===== src/rtl/envia_serial.sv =====
// envia_serial: 8N1 UART transmitter with a 4-entry byte FIFO.
// Bytes written with TxD_start are queued and shifted out LSB first.
// Back-to-back frames leave no idle gap between stop and start bits.
module envia_serial #(
  parameter int CLKS_PER_BIT = 434
) (
  input  logic       clk,
  input  logic       clr,
  input  logic       TxD_start,
  input  logic [7:0] TxD_data,
  output logic       TxD,
  output logic       TxD_busy,
  output logic       TxD_full,
  output logic       TxD_overflow
);

  localparam int CW = (CLKS_PER_BIT > 1) ? $clog2(CLKS_PER_BIT) : 1;

  typedef enum logic [1:0] {IDLE, START, DATA, STOP} state_t;

  state_t          state_reg, state_next;
  logic [CW-1:0]   baud_reg, baud_next;
  logic [2:0]      bit_reg, bit_next;
  logic [7:0]      shift_reg, shift_next;
  logic [7:0]      fifo_mem [4];
  logic [1:0]      wptr_reg, rptr_reg;
  logic [2:0]      count_reg, count_next;
  logic            txd_next;
  logic            write_en;
  logic            pop;
  logic            baud_tc;

  // A full FIFO is judged on the pre-edge count, so a write that lands on
  // the same edge as a pop is still dropped.
  assign write_en = TxD_start && (count_reg != 3'd4);
  assign baud_tc  = (baud_reg == CW'(CLKS_PER_BIT - 1));

  // FIFO storage: plain write port, no reset needed since count guards reads.
  always_ff @(posedge clk) begin
    if (write_en) begin
      fifo_mem[wptr_reg] <= TxD_data;
    end
  end

  // Next-state logic for the frame sequencer, baud counter and shifter.
  always_comb begin
    state_next = state_reg;
    baud_next  = baud_tc ? '0 : baud_reg + 1'b1;
    bit_next   = bit_reg;
    shift_next = shift_reg;
    pop        = 1'b0;
    case (state_reg)
      IDLE: begin
        baud_next = '0;
        if (count_reg != 3'd0) begin
          pop        = 1'b1;
          shift_next = fifo_mem[rptr_reg];
          bit_next   = 3'd0;
          state_next = START;
        end
      end
      START: begin
        if (baud_tc) begin
          state_next = DATA;
        end
      end
      DATA: begin
        if (baud_tc) begin
          if (bit_reg == 3'd7) begin
            state_next = STOP;
          end else begin
            shift_next = {1'b0, shift_reg[7:1]};
            bit_next   = bit_reg + 3'd1;
          end
        end
      end
      STOP: begin
        if (baud_tc) begin
          if (count_reg != 3'd0) begin
            // Chain straight into the next start bit.
            pop        = 1'b1;
            shift_next = fifo_mem[rptr_reg];
            bit_next   = 3'd0;
            state_next = START;
          end else begin
            state_next = IDLE;
          end
        end
      end
      default: state_next = IDLE;
    endcase
  end

  // FIFO occupancy after this edge's write and pop.
  always_comb begin
    count_next = count_reg;
    case ({write_en, pop})
      2'b10:   count_next = count_reg + 3'd1;
      2'b01:   count_next = count_reg - 3'd1;
      default: count_next = count_reg;
    endcase
  end

  // Line level derived from the next state so TxD comes straight off a flop.
  always_comb begin
    txd_next = 1'b1;
    case (state_next)
      START:   txd_next = 1'b0;
      DATA:    txd_next = shift_next[0];
      default: txd_next = 1'b1;
    endcase
  end

  // State, FIFO pointers and registered status outputs.
  always_ff @(posedge clk or posedge clr) begin
    if (clr) begin
      state_reg    <= IDLE;
      baud_reg     <= '0;
      bit_reg      <= 3'd0;
      shift_reg    <= 8'd0;
      wptr_reg     <= 2'd0;
      rptr_reg     <= 2'd0;
      count_reg    <= 3'd0;
      TxD          <= 1'b1;
      TxD_busy     <= 1'b0;
      TxD_full     <= 1'b0;
      TxD_overflow <= 1'b0;
    end else begin
      state_reg    <= state_next;
      baud_reg     <= baud_next;
      bit_reg      <= bit_next;
      shift_reg    <= shift_next;
      count_reg    <= count_next;
      if (write_en) begin
        wptr_reg <= wptr_reg + 2'd1;
      end
      if (pop) begin
        rptr_reg <= rptr_reg + 2'd1;
      end
      TxD          <= txd_next;
      TxD_busy     <= (count_next != 3'd0) || (state_next != IDLE);
      TxD_full     <= (count_next == 3'd4);
      TxD_overflow <= TxD_overflow | (TxD_start & (count_reg == 3'd4));
    end
  end

endmodule


===== config.mk =====
export PLATFORM = sky130hd
export DESIGN_NAME = envia_serial
export DESIGN_NICKNAME = d
export VERILOG_FILES = /design/src/rtl/envia_serial.sv
export SDC_FILE = /design/constraint.sdc
export NUM_CORES = 1
export LEC_CHECK = 0
export ABC_AREA = 1
export BUFFER_PORTS_ARGS = -buffer_cell sky130_fd_sc_hd__buf_4
export CORE_AREA = 4 4 75 77
export CTS_CLUSTER_SIZE = 16
export DETAILED_ROUTE_END_ITERATION = 8
export DIE_AREA = 0 0 79 81
export MAX_ROUTING_LAYER = met4
export PLACE_DENSITY_LB_ADDON = 0.08
export SLEW_MARGIN = 20
export SYNTH_ARGS = -nofsm -noshare
export SYNTH_HDL_FRONTEND = slang
export SYNTH_SLANG_ARGS = --single-unit

===== constraint.sdc =====
create_clock -name clk -period 6.6 [get_ports clk]
set_input_delay 0.33 -clock clk [delete_from_list [all_inputs] [get_ports clk]]
set_output_delay 0.33 -clock clk [all_outputs]
set_load 0.05 [all_outputs]

==> results of run 1 <==
[worst max-delay path: cells and delay by family, from the launching register on]
family,cells,cell delay [ps]
compound gates,2,260
xor+xnor,1,170
fa+ha+maj,2,520
buf+inv,4,430
flops,1,380
simple gates,5,830
[metal layers]
metal | global-route usage [%] | vias up
met1 | 24.7 | 1008
met2 | 32.2 | 49
met3 | 5.10 | 7
li1 | - | 1095
met5 | - | -
met4 | 8.42 | 0
[report_power, final]
group	internal (mW)	switching (mW)	total, mW
combinational	0.0459	0.110	0.156
sequential	0.488	0.0201	0.508
clock	0.212	0.155	0.367
total	0.746	0.285	1.03
[cells in the final DEF, fill, tap and decap left out, types with 2 or more instances in the layout]
master	n
nor3b_1	2
o21ai_2	2
nor2_1	43
nand2_1	52
buf_4	15
clkbuf_8	9
nand2_2	6
o21ai_1	13
o21ai_0	24
nor2_2	2
clkinv_2	2
inv_1	37
bufinv_16	2
dfrtp_1	32
o22ai_1	2
nand4_1	2
nand3_1	19
xor2_1	5
inv_2	5
a21oi_1	7
nor3_1	6
clkinv_4	2
ha_1	15
edfxtp_1	32
[metrics by stage]
stage / std cells / hold WS (ps) / power (mW)
after CTS: 417 / 84.3 / 1.04
after global routing: 417 / 140 / 1.09
after global placement: 401 / 452 / 0.669
after detailed placement: 401 / 457 / 0.673
final: 417 / 78.8 / 1.03
after floorplan: 323 / 429 / 0.625
[worst max-delay path by stage]
| stage | startpoint | end | slack, ps | depth (start not counted) |
|---|---|---|---|---|
| global placement | baud_reg[1] | TxD_busy | 4010 | 16 |
| floorplan | baud_reg[1] | TxD_busy | 4150 | 16 |
| global route | count_reg[2] | TxD_full | 3580 | 13 |
| finish | count_reg[2] | TxD_busy | 3880 | 14 |
| CTS | baud_reg[1] | TxD_busy | 3900 | 16 |
| detailed placement | baud_reg[1] | TxD_busy | 3940 | 16 |
[synth_stat cells, types with 2 or more instances]
cell type   n
nand2_1    52
nor2_1     43
inv_1      37
dfrtp_1    32
edfxtp_1   32
o21ai_0    24
nand3_1    19
ha_1       15
o21ai_1    13
a21oi_1     7
buf_2       6
nand2_2     6
nor3_1      6
inv_2       5
xor2_1      5
nand4_1     2
nor2_2      2
nor3b_1     2
o21ai_2     2
o22ai_1     2
[area by class of cell]
class | count | area share, %
flip-flops and latches | 65 | 51.0
clock buffers | 9 | 3.54
clock inverters | 7 | 2.71
inverters | 43 | 4.61
repair buffers | 15 | 3.21
well taps | 70 | 2.50
multi-input cells | 208 | 32.4
[kinds of logic (layout without fill, tap and decap cells)]
group | Yosys count | after routing | synth area share (%)
and+or+nand+nor | 134 | 134 | 18.6
DFF | 65 | 65 | 57.2
AOI/OAI and AO/OA | 52 | 52 | 9.37
buffers and inverters | 50 | 74 | 6.49
adders and majority gates | 16 | 16 | 6.65
xor gates and xnor gates | 6 | 6 | 1.68
==> impl_metrics.json, run 1 <==
{
  "drt-initial-drc-count": 101,
  "yosys-top-cells-area": "edfxtp_1, dfrtp_1, nand2_1, ha_1, nor2_1",
  "synthCells": 323,
  "antenna_found_initial": 0,
  "numPortBuffers": 14,
  "slew_viol_final": 0,
  "drc": 0,
  "gp_congestion": 0.886,
  "grt-ovfl-total": 0,
  "postLayoutCoreUtil_pct": 69.9,
  "finalCritPeriodShare_pct": 41.2,
  "dp_worst_setup_slack_ps": 3940,
  "avgSynthCellArea_um2": 9.68,
  "ys_types": 31,
  "largest_reg_flops": 32,
  "max-vdd-ir-drop_mv": 0.234,
  "placed_area_um2": 3280,
  "grt_usage_pct": 20.2,
  "diodes": 0,
  "cp-start-kind": "flip-flop",
  "die_height_um": 81,
  "fmax_mhz": 368,
  "regToRegSetupSlack_ps": 3880,
  "max_slew.worst_pin.slew_ps": 835,
  "vias_per_cell": 5.18,
  "post_cts_buffers": 0,
  "yosys_warnings": 0,
  "maxSlewHeadroom_pct": 44.1,
  "area_growth_pct": 12.1,
  "dr.max_layer_used": "met4",
  "critPathKind": "reg2reg",
  "critPathSlowestCell": "fa_1",
  "final_nets": 369,
  "yosysSeqAreaShare_pct": 57.2,
  "grt_pass1_wl_um": 9450,
  "crit_path_frequent_cell": "inv_1",
  "cts_hold_buffers": 0,
  "synth_top_area_share_pct": 30.7,
  "seqCellArea_um2": 1790,
  "cts_buffers": 9,
  "vias": 2159,
  "start_util_pct": 62.4,
  "setup_tns_ps": 0,
  "io_pins": 15,
  "wl_met1_um": 2420,
  "fillers": 416,
  "period_needed_ps": 2720,
  "drive_gt1_share_pct": 14.7,
  "r2r-start": "count_reg[2]",
  "cts_resized": 0,
  "syn_area_um2": 3130,
  "ys_seq_elements": 65,
  "syn_nets": 350,
  "cpPeakStageDelay_ps": 390,
  "die_width_um": 79,
  "yosysTopAreaCell": "edfxtp_1",
  "crit_path_cell_trace": "inv_1 > nand2_1 > inv_1 > nor2_1 > nand2_2 > inv_1 > ha_1 > inv_1 > fa_1 > a21oi_1 > o21ai_0 > xor2_1 > nor3_1 > nand3_1",
  "wl_per_cell_um": 12.9,
  "core_um2": 5010,
  "wl_met3_um": 224,
  "async_reset_ff_share_pct": 50.8,
  "cts_buffer_depth": 2,
  "cts_root_buffer": "clkbuf_8",
  "end_kind": "flip-flop",
  "drtAntennaViolNets": 0,
  "clkSinkCount": 65,
  "drv_cap": 0,
  "dr_wl_met2_um": 2650,
  "finClkSkew_ps": 7.11,
  "r2r_end": "TxD_busy",
  "r2r_cells": 14,
  "cts_tree": "done",
  "yosys_most_used_dff": "edfxtp_1",
  "critPathRequiredTime_ps": 6820,
  "synth-edff-count": 32,
  "grt_setup_unrepaired": "false",
  "hold_viol": 0,
  "dr.pass1.iters": 5,
  "clock_latency_ps": 330,
  "drt_wl_total_um": 5360,
  "worstPathArrival_ps": 2930,
  "first_global_vias": 2069,
  "power.leakage_nw": 1.56,
  "critical_path.max_fanout": 12,
  "hp-class": "in2async",
  "htreeDepth": 3,
  "setup_violations": 0,
  "rows": 26,
  "grt_start_max_net_pins": 34,
  "cts.reportedPaths.clkPinSlew_ps": 70,
  "dp_hpwl_um": 3710,
  "layout_setup_ws_ps": 3880,
  "multi_input_area_um2": 1130,
  "power_density_nw_per_um2": 294,
  "fin_area_um2": 3500,
  "run_status": "complete, no violations",
  "die_area_um2": 6400
}
Note: power is estimated with default switching activity, not from simulation.
==> run 2, diff against run 1 <==
CORE_AREA = 4 4 81 83   (was 4 4 75 77)
DIE_AREA = 0 0 85 87   (was 0 0 79 81)
clock period = 2.2 ns   (was 6.6 ns; I/O delays follow)
==> run 2 against run 1 <==
The flow now finishes with violations (setup timing). Global-route usage shrank 1.8 points. Combinational power grew to 4.0 times the previous value. Sequential cell count did not move. Via count grew 5.0%. Sequential power grew to 3.0 times the previous value. Wire length grew 9.0%. Sequential share of layout area shrank 4.5 points. Register-to-register slack worse by 4000 ps. Critical path type unchanged.
==> impl_metrics.json, run 2 (synthesized netlist as in run 1, its figures left out) <==
{
  "placedCellCount": 432,
  "die_area_um2": 7400,
  "power_mw": 3.17,
  "cts_tree": "done",
  "final_nets": 408,
  "critPathRequiredTime_ps": 2460,
  "area_growth_pct": 23.0,
  "drt_wl_total_um": 5840,
  "grt_pass1_wl_um": 10300,
  "final_common_cell": "nand2_1",
  "cts.reportedPaths.clkPinSlew_ps": 80,
  "setup_violations": 2,
  "drive_gt1_share_pct": 23.3,
  "vias_per_cell": 4.92,
  "core_um2": 5850,
  "critPathTopFamily": "adder cells",
  "clkPwrFrac_pct": 32.1,
  "maxSlewHeadroom_pct": 66.3,
  "antenna_found_initial": 0,
  "pwr-share-comb_pct": 19.8,
  "rows": 28,
  "clkSinkCount": 65,
  "critPathSlowestCell": "dfrtp_1",
  "drtAntennaViolNets": 0,
  "p_int_mw": 2.24,
  "cts_root_buffer": "clkbuf_8",
  "cts_buffers": 9,
  "stdcell_count": 461,
  "hold_viol": 0,
  "fillers": 467,
  "finalCritPeriodShare_pct": 106,
  "cpPeakStageDelay_ps": 380,
  "grt_usage_pct": 18.4,
  "power_frac_seq_pct": 48.1,
  "dr.pass1.iters": 4,
  "violations": "setup timing",
  "cts_buffer_depth": 2,
  "cp-start-kind": "flip-flop",
  "critPathBufInv": 3,
  "end_kind": "flip-flop",
  "power_density_nw_per_um2": 826,
  "power.leakage_nw": 1.74,
  "worstPathArrival_ps": 2590,
  "wl_per_cell_um": 12.7,
  "crit_path_cell_trace": "inv_1 > ha_2 > nand2_2 > nor2_4 > nand2_4 > o21bai_4 > nand2_2 > inv_2 > ha_4 > inv_2 > fa_2 > a21oi_2 > o21ai_1 > xor2_1 > nor3b_2",
  "grt_setup_unrepaired": "true",
  "hold_ws_ps": 36.3,
  "grt_start_max_net_pins": 34,
  "gp_congestion": 0.830,
  "dp_hpwl_um": 4060,
  "fmax_mhz": 429,
  "drt-initial-drc-count": 141,
  "start_util_pct": 53.4,
  "largest_reg_flops": 32,
  "postLayoutCoreUtil_pct": 65.7,
  "numPortBuffers": 14,
  "diodes": 0,
  "drc": 0,
  "htreeDepth": 3,
  "finClkSkew_ps": 7.50,
  "vias": 2268,
  "first_global_vias": 2260,
  "run_status": "complete, but fails checks",
  "drv_cap": 0,
  "max-vdd-ir-drop_mv": 0.684,
  "io_pins": 15,
  "switchingPower_uw": 935,
  "clock_latency_ps": 330,
  "swShare_pct": 29.5,
  "slew_viol_final": 0,
  "die_height_um": 87,
  "layout_common_cells": "nand2_1, buf_4, nor2_1",
  "critical_path.max_fanout": 3,
  "grt-ovfl-total": 0,
  "critPathKind": "reg2reg",
  "hp-class": "in2reg",
  "layout_setup_ws_ps": -133,
  "period_needed_ps": 2330,
  "die_width_um": 85,
  "max_slew.worst_pin.slew_ps": 506
}
==> run 2: cell count changes in the layout (fill, tap and decap cells not counted), sizes merged <==
| cell | change |
|---|---|
| bufinv | -1 |
| dlygate4sd3 | +9 |
| clkinvlp | -1 |
| inv | +2 |
| buf | +30 |
==> run 2: cell type report <==
type | instances | area, um2 | area share [%]
Timing Repair Buffer | 54 | 428 | 11.1
Multi-Input combinational cell | 208 | 1170 | 30.4
Tap cell | 75 | 93.8 | 2.44
Clock buffer | 9 | 124 | 3.22
Inverter | 43 | 161 | 4.20
Clock inverter | 7 | 78.8 | 2.05
Sequential cell | 65 | 1790 | 46.5
==> run 2: repair_timing <==
action / CTS / global route
setup endpoints to repair: 2 / 4
resized for setup: 0 / 4
pin swaps: 0 / 1
setup buffers: 3 / 1
endpoints found under the hold margin: 64 / 0
cloned: 0 / 0
hold buffers: 9 / 0
==> run 2: metrics by stage <==
| step | setup WS, ps | cell area (um2) | TNS (ps) |
|---|---|---|---|
| finish | -133 | 3840 | -264 |
| global route | -382 | 3840 | -1000 |
| CTS | -179 | 3820 | -259 |
| detailed placement | -167 | 3510 | -273 |
| global placement | -89.5 | 3510 | -125 |
| floorplan | -179 | 3150 | -315 |
==> run 2: path summary, 6_finish.rpt <==
path	depth (start not counted)	slack, ps	start	to
worst max-delay path	15	-130	baud_reg[1]	TxD_full
worst min-delay path	2	40	TxD_start	TxD_overflow
worst max register to register	15	-130	baud_reg[1]	TxD_full
worst min register to register	1	480	TxD_overflow	TxD_overflow
max in group asynchronous	4	1460	clr	TxD
min in group asynchronous	4	410	clr	count_reg[1]
==> run 2: worst reg2reg max path: cells and delay by family, from the launching register on <==
family          cells  cell delay [ps]
simple gates        5              520
fa+ha+maj           3              630
compound gates      3              340
flops               1              380
buf+inv             3              160
xor+xnor            1              250
==> run 2: power groups by stage <==
stage | clock network, mW | registers [mW] | logic, mW
after floorplan | 0 | 1.56 | 0.335
after global placement | 0 | 1.55 | 0.560
after detailed placement | 0 | 1.55 | 0.578
after CTS | 1.04 | 1.52 | 0.593
after global routing | 1.11 | 1.54 | 0.709
final | 1.02 | 1.53 | 0.628
==> run 2: routing by layer <==
| layer | track usage, % | part of all wire [%] | wire length (um) |
|---|---|---|---|
| met3 | 3.22 | 2.7 | 157 |
| met4 | 7.77 | 0.50 | 29 |
| met2 | 31.7 | 53 | 3080 |
| met5 | - | 0 | 0 |
| met1 | 21.1 | 44 | 2570 |
==> run 3, diff against run 2 <==
--- a/config.mk
+++ b/config.mk
@@ -12,4 +12,5 @@
 export DETAILED_ROUTE_END_ITERATION = 8
 export DIE_AREA = 0 0 85 87
+export HOLD_SLACK_MARGIN = 0.1
 export MAX_ROUTING_LAYER = met4
 export PLACE_DENSITY_LB_ADDON = 0.08
==> constraint.sdc (replaced) <==
create_clock -name clk -period 2.2 [get_ports clk]
set_input_delay 0.11 -clock clk [delete_from_list [all_inputs] [get_ports clk]]
set_output_delay 0.11 -clock clk [all_outputs]
set_load 0.1 [all_outputs]
==> run 3 against run 2 <==
The flow still finishes with violations (setup timing). Sequential cell count is the same. First-iteration DRC count decreased by 1.4%. Clock power about the same. Worst hold slack gained 380 ps. Largest power group unchanged. Highest routed layer unchanged.
==> impl_metrics.json, run 3 (synthesized netlist as in run 1, its figures left out) <==
{
  "run_status": "complete, but fails checks",
  "violations": "setup timing",
  "grt_usage_pct": 18.4,
  "multi_input_area_um2": 1170,
  "seqCellArea_um2": 1790,
  "postLayoutCoreUtil_pct": 65.9,
  "swShare_pct": 30.1,
  "wl_per_cell_um": 12.7,
  "drt_wl_total_um": 5850,
  "largest_reg_flops": 32,
  "cts_tree": "done",
  "rows": 28,
  "fillers": 466,
  "vias_per_cell": 4.91,
  "hold_viol": 0,
  "period_needed_ps": 2330,
  "cts_buffer_depth": 2,
  "cp-start-kind": "flip-flop",
  "dp_hpwl_um": 4060,
  "vias": 2270,
  "regToRegSetupSlack_ps": -130,
  "pwr-share-comb_pct": 20.5,
  "area_growth_pct": 23.3,
  "drc": 0,
  "cts_root_buffer": "clkbuf_8",
  "power_mw": 3.20,
  "drt-initial-drc-count": 139,
  "switchingPower_uw": 964,
  "clkSinkCount": 65,
  "drtAntennaViolNets": 0,
  "r2r-start": "baud_reg[1]",
  "slew_viol_final": 0,
  "diodes": 0,
  "worstPathArrival_ps": 2590,
  "drv_cap": 0,
  "critical_path.max_fanout": 3,
  "power_density_nw_per_um2": 831,
  "numPortBuffers": 14,
  "critPathKind": "reg2reg",
  "critPathRequiredTime_ps": 2460,
  "antenna_found_initial": 0,
  "cts.reportedPaths.clkPinSlew_ps": 80,
  "power_frac_seq_pct": 47.6,
  "max-vdd-ir-drop_mv": 0.687,
  "grt-ovfl-total": 0,
  "core_um2": 5850,
  "hp-class": "in2async",
  "clock_latency_ps": 330,
  "fmax_mhz": 429,
  "grt_pass1_wl_um": 10300,
  "layout_setup_ws_ps": -133,
  "drive_gt1_share_pct": 23.3,
  "clkPwrFrac_pct": 31.8,
  "setup_violations": 2,
  "io_pins": 15,
  "max_slew.worst_pin.slew_ps": 506,
  "r2r_end": "TxD_full",
  "finalCritPeriodShare_pct": 106,
  "final_common_cell": "nand2_1",
  "die_width_um": 85,
  "grt_setup_unrepaired": "true",
  "die_height_um": 87,
  "end_kind": "flip-flop",
  "gp_congestion": 0.830,
  "finClkSkew_ps": 7.50,
  "layout_common_cells": "nand2_1, buf_4, nor2_1",
  "start_util_pct": 53.4,
  "grt_start_max_net_pins": 34,
  "final_nets": 409,
  "die_area_um2": 7400,
  "cts_buffers": 9,
  "r2r_cells": 15,
  "htreeDepth": 3,
  "first_global_vias": 2263,
  "maxSlewHeadroom_pct": 66.3,
  "dr.pass1.iters": 4,
  "power.leakage_nw": 1.74,
  "p_int_mw": 2.24
}
## run 3: timing repair
item                                    CTS  global route
hold buffers                             10             0
buffers inserted                          3             1
pin swaps                                 0             1
gates resized for setup                   0             4
endpoints found under the setup margin    2             4
hold endpoints to repair                 65             0
## run 3: area by class of cell
type                            count  area share, %
Inverter                           43           4.19
Clock buffer                        9           3.21
Multi-Input combinational cell    208           30.4
Sequential cell                    65           46.4
Tap cell                           75           2.44
Timing Repair Buffer               55           11.4
Clock inverter                      7           2.05
## run 3: stage by stage
step | setup TNS (ps) | hold slack, ps | setup slack (ps) | area [um2] | cells
2_1_floorplan | -315 | 209 | -179 | 3150 | 323
3_3_place_gp | -125 | 240 | -89.5 | 3510 | 432
3_5_place_dp | -273 | 235 | -167 | 3510 | 432
4_1_cts | -259 | 419 | -179 | 3830 | 461
5_1_grt | -1000 | 459 | -382 | 3850 | 462
6_report | -264 | 413 | -133 | 3850 | 462
## run 3: power by group through the flow
stage | registers, mW | logic, mW | clock network (mW)
final | 1.53 | 0.658 | 1.02
after global routing | 1.54 | 0.739 | 1.11
after CTS | 1.52 | 0.623 | 1.04
after detailed placement | 1.55 | 0.606 | 0
after global placement | 1.55 | 0.589 | 0
after floorplan | 1.59 | 0.335 | 0
## run 3: how the worst max path moves through the flow
stage                           start  endpoint  slack (ps)  cells past startpoint
after global routing      baud_reg[1]  TxD_full        -380                     15
after floorplan           baud_reg[1]  TxD_busy        -180                     16
after detailed placement  baud_reg[1]  TxD_busy        -170                     16
after CTS                 baud_reg[1]  TxD_busy        -180                     16
after global placement    baud_reg[1]  TxD_busy         -90                     16
final                     baud_reg[1]  TxD_full        -130                     15
## run 3: critical path: stages, from the launching register on
cell and delay, ps:
dfrtp_1 380, inv_1 60, ha_2 170, nand2_2 60
nor2_4 110, nand2_4 70, o21bai_4 130, nand2_2 80
inv_2 60, ha_4 120, inv_2 40, fa_2 340
a21oi_2 130, o21ai_1 80, xor2_1 250, nor3b_2 200
## run 3: per-layer routing
metal / part of all wire, % / GRT usage (%)
met1: 44 / 21.2
met2: 53 / 31.7
met3: 2.7 / 3.22
met4: 0.50 / 7.77
met5: 0 / -
